===== config.mk =====
export PLATFORM = sky130hd
export DESIGN_NAME = joy_serial_scan
export DESIGN_NICKNAME = d
export VERILOG_FILES = /design/src/rtl/joy_serial_scan.sv
export SDC_FILE = /design/constraint.sdc
export NUM_CORES = 1
export LEC_CHECK = 0
export CAP_MARGIN = 10
export CORE_MARGIN = 2
export CORE_UTILIZATION = 50
export DETAILED_ROUTE_END_ITERATION = 12
export DONT_BUFFER_PORTS = 1
export HOLD_SLACK_MARGIN = 0.08
export SLEW_MARGIN = 25
export SYNTH_ARGS = -nofsm -noshare
export SYNTH_HDL_FRONTEND = slang
export SYNTH_SLANG_ARGS = --single-unit

===== constraint.sdc =====
create_clock -name clk_sys -period 2.2 [get_ports clk_sys]
set_input_delay 0.22 -clock clk_sys [delete_from_list [all_inputs] [get_ports clk_sys]]
set_output_delay 0.22 -clock clk_sys [all_outputs]
set_load 0.01 [all_outputs]

===== src/rtl/joy_serial_scan.sv =====
// Serial joystick scanner for daisy-chained PISO pads on the UserIO port.
// Define JOY_SERIAL_DEBOUNCE_EN to require two identical frames per player update.
module joy_serial_scan #(
    parameter int PLAYERS   = 2,
    parameter int BITS      = 12,
    parameter int CLK_DIV   = 20,
    parameter int GAP_TICKS = 64
) (
    input  logic                    clk_sys,
    input  logic                    reset_n,
    input  logic                    enable,
    input  logic                    joy_data,
    output logic                    joy_clk,
    output logic                    joy_load,
    output logic [PLAYERS*16-1:0]   joystick,
    output logic [PLAYERS-1:0]      present,
    output logic                    frame_valid
);

    localparam int TOTAL = PLAYERS * BITS;
    localparam int CW    = $clog2(TOTAL);
    localparam int DW    = $clog2(CLK_DIV);
    localparam int GW    = $clog2(GAP_TICKS + 1);

    localparam logic [CW-1:0] LAST_BIT = CW'(TOTAL - 1);
    localparam logic [DW-1:0] DIV_TOP  = DW'(CLK_DIV - 1);
    localparam logic [GW-1:0] GAP_TOP  = GW'(GAP_TICKS - 1);

    typedef enum logic [2:0] {
        IDLE,
        LOAD,
        CLK_LO,
        CLK_HI,
        GAP
    } state_t;

    state_t                  state;
    logic [DW-1:0]           div_cnt;
    logic [CW-1:0]           bit_cnt;
    logic [GW-1:0]           gap_cnt;
    logic [TOTAL-1:0]        raw;
    logic                    tick;

    logic [PLAYERS*16-1:0]   joy_next;
    logic [PLAYERS-1:0]      pres_next;
    logic [BITS-1:0]         slice;
    logic [15:0]             inv16;
    logic                    take;

`ifdef JOY_SERIAL_DEBOUNCE_EN
    logic [TOTAL-1:0]        prev_raw;
    logic                    hist_ok;
`endif

    assign tick = enable && (div_cnt == DIV_TOP);

    always_ff @(posedge clk_sys) begin
        if (!reset_n || !enable) begin
            div_cnt <= '0;
        end else if (tick) begin
            div_cnt <= '0;
        end else begin
            div_cnt <= div_cnt + DW'(1);
        end
    end

    // All-zero raw slice means every line pulled low: no pad or a shorted cable.
    always_comb begin
        joy_next  = joystick;
        pres_next = present;
        slice     = '0;
        inv16     = '0;
        take      = 1'b0;
        for (int p = 0; p < PLAYERS; p++) begin
            slice = raw[p*BITS +: BITS];
            inv16 = '0;
            inv16[BITS-1:0] = ~slice;
`ifdef JOY_SERIAL_DEBOUNCE_EN
            take = hist_ok && (slice == prev_raw[p*BITS +: BITS]);
`else
            take = 1'b1;
`endif
            if (take) begin
                pres_next[p]         = |slice;
                joy_next[p*16 +: 16] = (|slice) ? inv16 : 16'h0000;
            end
        end
    end

    always_ff @(posedge clk_sys) begin
        if (!reset_n) begin
            state       <= IDLE;
            joy_clk     <= 1'b1;
            joy_load    <= 1'b1;
            bit_cnt     <= '0;
            gap_cnt     <= '0;
            raw         <= '0;
            joystick    <= '0;
            present     <= '0;
            frame_valid <= 1'b0;
`ifdef JOY_SERIAL_DEBOUNCE_EN
            prev_raw    <= '0;
            hist_ok     <= 1'b0;
`endif
        end else begin
            frame_valid <= 1'b0;
            if (!enable) begin
                state    <= IDLE;
                joy_clk  <= 1'b1;
                joy_load <= 1'b1;
                bit_cnt  <= '0;
                gap_cnt  <= '0;
            end else if (tick) begin
                unique case (state)
                    IDLE: begin
                        state    <= LOAD;
                        joy_load <= 1'b0;
                        bit_cnt  <= '0;
                    end
                    LOAD: begin
                        state    <= CLK_LO;
                        joy_load <= 1'b1;
                        joy_clk  <= 1'b0;
                    end
                    CLK_LO: begin
                        raw[bit_cnt] <= joy_data;
                        joy_clk      <= 1'b1;
                        state        <= CLK_HI;
                    end
                    CLK_HI: begin
                        if (bit_cnt == LAST_BIT) begin
                            state       <= GAP;
                            gap_cnt     <= '0;
                            joystick    <= joy_next;
                            present     <= pres_next;
                            frame_valid <= 1'b1;
`ifdef JOY_SERIAL_DEBOUNCE_EN
                            prev_raw    <= raw;
                            hist_ok     <= 1'b1;
`endif
                        end else begin
                            bit_cnt <= bit_cnt + CW'(1);
                            joy_clk <= 1'b0;
                            state   <= CLK_LO;
                        end
                    end
                    GAP: begin
                        if (gap_cnt == GAP_TOP) begin
                            state    <= LOAD;
                            joy_load <= 1'b0;
                            bit_cnt  <= '0;
                            gap_cnt  <= '0;
                        end else begin
                            gap_cnt <= gap_cnt + GW'(1);
                        end
                    end
                    default: begin
                        state    <= IDLE;
                        joy_clk  <= 1'b1;
                        joy_load <= 1'b1;
                    end
                endcase
            end
        end
    end

endmodule


==> flow_summary.rst <==
.. list-table::
   :header-rows: 1

   * - Metric
     - Value
   * - RSZ-0062 raised after global routing
     - false
   * - Area share of the largest cell type after synthesis
     - 0.418
   * - Post-synthesis sequential area ratio
     - 0.418
   * - Power per unit of standard cell area
     - 700 nW/µm²
   * - Hold-fix buffers at CTS
     - 1
   * - Setup crit end kind
     - register
   * - Num CTS Buffers
     - 9
   * - Worst Hold Margin
     - between 0.2 and 0.25 ns
   * - Final number of setup-violating endpoints
     - 0
   * - Instance count of the mapped netlist
     - 399
   * - Vias per cell
     - 5.49
   * - Total congestion overflow
     - 0
   * - Period utilisation layout
     - 0.837
   * - Dominant cells by area after synthesis
     - sky130_fd_sc_hd__dfxtp_1 (42%), sky130_fd_sc_hd__nand2_1 (8.7%), sky130_fd_sc_hd__mux2i_1 (7.4%)
   * - Worst-path fanout max
     - 7
   * - Insertion delay of the later-clocked pin in the worst-skew pair
     - about 0.34 ns
   * - Per-instance average area after synthesis
     - slightly below 9 µm²
   * - Number of distinct library cells after synthesis
     - 48
   * - Flip-flop and latch count after synthesis
     - 73
   * - Final weighted congestion in routability-driven placement
     - roughly 0.83
   * - Outcome
     - finished clean
   * - Count of pins over their slew limit
     - 0
   * - Critical path arrival
     - about 2.1 ns
   * - Met2 Routed Length
     - around 3400 µm
   * - Full die area
     - 7680 µm²
   * - Post-DRT Antenna Nets
     - 0
   * - Core Footprint
     - approximately 6800 µm²
   * - EDFF count, synth
     - 0
   * - Starting density of the core
     - 0.515
   * - Max clock buf depth
     - 2
   * - Residual DRC count
     - 0
   * - Path class of the lowest-slack min-delay path
     - in2reg
   * - TritonCTS Sinks
     - 73
   * - Final instance area
     - 3770 µm²
   * - Gr usage total
     - 0.200
   * - Row cnt
     - 30
   * - Async set-or-reset flop fraction in the synthesized netlist
     - 0
   * - Wire length of the first global-routing pass
     - ~12000 µm
   * - 1st-iter DRT viols
     - about 120
   * - Most instantiated cells after synthesis
     - sky130_fd_sc_hd__nand2_1 (81), sky130_fd_sc_hd__dfxtp_1 (73), sky130_fd_sc_hd__mux2i_1 (26), sky130_fd_sc_hd__nand3b_1 (26), sky130_fd_sc_hd__a21boi_0 (25)
   * - Die outline width
     - between 80 and 90 µm
   * - Required time at the worst-slack endpoint
     - about 2.5 ns
   * - Fill cell total of the finished layout
     - around 620
   * - Yosys synthesis warning count
     - 0
   * - Layout Nets
     - just under 400
   * - Die extent in y
     - about 88 µm
   * - Placed cell area
     - 3510 µm²
   * - Post-synthesis instance area
     - ~3500 µm²
   * - Number of global-route vias before repair
     - between 2000 and 2500
   * - Tmin final
     - approximately 1.8 ns
   * - Slew @ Worst Pin
     - a little under 0.8 ns
   * - CTS tree
     - yes
   * - Fin Setup TNS
     - 0 ns
   * - Worst Setup Start Kind
     - register
   * - Post-DP HPWL
     - a little under 5000 µm
   * - Share of cells above drive strength 1
     - 0.0814
   * - Startpoint-to-endpoint class of the critical path
     - reg2reg
   * - Initial antenna violation count
     - 0
   * - Post-CTS Setup Bufs
     - 0
   * - Clock root buffer
     - sky130_fd_sc_hd__clkbuf_8
   * - Number of hold violations in the final report
     - 0
   * - Prevailing post-synth register cell
     - sky130_fd_sc_hd__dfxtp_1
   * - Leakage power
     - between 1 and 1.5 nW
   * - Tightest slew margin relative to the limit
     - 0.471
   * - I/O pin cnt
     - slightly above 40
   * - Synthesis-to-finish area growth
     - 7.94%
   * - Highest ir drop seen on vdd
     - roughly 0.33 mV
   * - Total length of routed wires
     - roughly 7400 µm
   * - Setup skew after layout
     - between 0.009 and 0.01 ns
   * - Top layer used by detailed routing
     - met4
   * - Number of search-and-repair iterations in the first detailed-routing pass
     - 4
   * - Total number of vias
     - between 2000 and 3000
   * - Max Freq
     - 0.543 GHz
   * - Largest net degree at the start of global routing
     - 51
   * - M1 wire length
     - 3700 µm
   * - DR WL met3
     - 200 µm
   * - Synth area leader
     - sky130_fd_sc_hd__dfxtp_1
   * - N_diodes
     - 0
   * - Average wire per standard cell
     - approximately 15 µm
   * - Number of levels in the clock H-tree
     - 3
   * - Cell with the most instances after synthesis
     - sky130_fd_sc_hd__nand2_1
   * - CTS clock-pin slew for the worst setup and hold paths
     - around 0.080 ns
   * - Number of buffer cells added on primary ports
     - 0
   * - Cells resized by post-CTS repair
     - 0
   * - Number of max-capacitance violations reported
     - 0
per-layer routing:
layer,global-route usage,up-vias
li1,-,1362
met1,0.275,1275
met2,0.316,38
met3,0.0339,9
met4,0.0713,0
met5,0,-
sequential cells by signal, indices dropped and copies added (netlist names):
register     flops
gap_cnt          7
div_cnt          5
joy_load         1
raw             24
present          2
state            3
joy_clk          1
joystick        24
frame_valid      1
bit_cnt          5
placed cells by master, fill, tap and decap left out, types with 4 or more instances in the layout:
| cell type | synthesis | final |
|---|---|---|
| sky130_fd_sc_hd__nor3_1 | 7 | 7 |
| sky130_fd_sc_hd__ha_1 | 6 | 6 |
| sky130_fd_sc_hd__nor2_1 | 7 | 7 |
| sky130_fd_sc_hd__nand3b_1 | 26 | 26 |
| sky130_fd_sc_hd__nand3_1 | 10 | 10 |
| sky130_fd_sc_hd__buf_4 | 8 | 11 |
| sky130_fd_sc_hd__nor3b_1 | 6 | 6 |
| sky130_fd_sc_hd__dfxtp_1 | 73 | 73 |
| sky130_fd_sc_hd__inv_1 | 4 | 4 |
| sky130_fd_sc_hd__and4_1 | 4 | 4 |
| sky130_fd_sc_hd__clkbuf_8 | 0 | 9 |
| sky130_fd_sc_hd__a21boi_0 | 25 | 25 |
| sky130_fd_sc_hd__mux2i_1 | 26 | 26 |
| sky130_fd_sc_hd__nand2_1 | 81 | 81 |
| sky130_fd_sc_hd__o21ai_0 | 6 | 6 |
| sky130_fd_sc_hd__and3_1 | 5 | 5 |
| sky130_fd_sc_hd__nand2b_1 | 7 | 7 |
| sky130_fd_sc_hd__nor4_1 | 8 | 8 |
| sky130_fd_sc_hd__conb_1 | 1 | 8 |
| sky130_fd_sc_hd__a21oi_1 | 13 | 13 |
layout make-up:
class,count,area (µm²),share of cell area
Inverter,5,18.8,0.00497
Tap cell,96,120,0.0318
Clock buffer,10,128,0.0338
Multi-Input combinational cell,287,1830,0.484
Clock inverter,6,116,0.0308
Sequential cell,73,1460,0.387
Timing Repair Buffer,12,103,0.0272
worst paths after layout:
| path | to | slack (ns) | from | cells after the start |
|---|---|---|---|---|
| worst max register to register | gap_cnt[0] | 0.36 | div_cnt[0] | 5 |
| worst min-delay path | present[0] | 0.22 | reset_n | 2 |
| worst max-delay path | gap_cnt[0] | 0.36 | div_cnt[0] | 5 |
| worst min register to register | gap_cnt[6] | 0.45 | gap_cnt[6] | 2 |
critical path, stage by stage, from the launching register on:
cell and delay (ns):
sky130_fd_sc_hd__dfxtp_1 0.36, sky130_fd_sc_hd__ha_1 0.26, sky130_fd_sc_hd__and4b_1 0.39, sky130_fd_sc_hd__nand2_1 0.11, sky130_fd_sc_hd__or4_1 0.50, sky130_fd_sc_hd__a21oi_1 0.15
logic make-up (layout without fill, tap and decap cells):
group,after synthesis,count (layout),share of synthesized area
AND/OR/NAND/NOR,177,177,0.278
flip-flops,73,73,0.418
adder cells (fa/ha/maj),6,6,0.0215
multiplexers,26,26,0.0744
other,1,8,0.00107
buffers and inverters,46,33,0.0669
XOR/XNOR,2,2,0.00501
AO/OA/AOI/OAI,68,68,0.136
power breakdown:
| group | leakage (nW) | switching, mW | internal (mW) |
|---|---|---|---|
| Clock | 0.121 | 0.512 | 0.760 |
| Sequential | 0.588 | 0.00122 | 1.32 |
| Combinational | 0.735 | 0.0342 | 0.0133 |
| Total | 1.44 | 0.547 | 2.09 |
metrics by stage:
| step | power, mW | instances | setup WS [ns] | utilization |
|---|---|---|---|---|
| global route | 2.72 | 489 | 0.175 | 0.556 |
| detailed placement | 1.39 | 472 | 0.372 | 0.517 |
| finish | 2.64 | 489 | 0.359 | 0.556 |
| global placement | 1.39 | 472 | 0.418 | 0.517 |
| CTS | 2.67 | 489 | 0.362 | 0.556 |
| floorplan | 1.40 | 406 | 0.470 | - |
No activity file was read; power rests on OpenSTA's default activity.
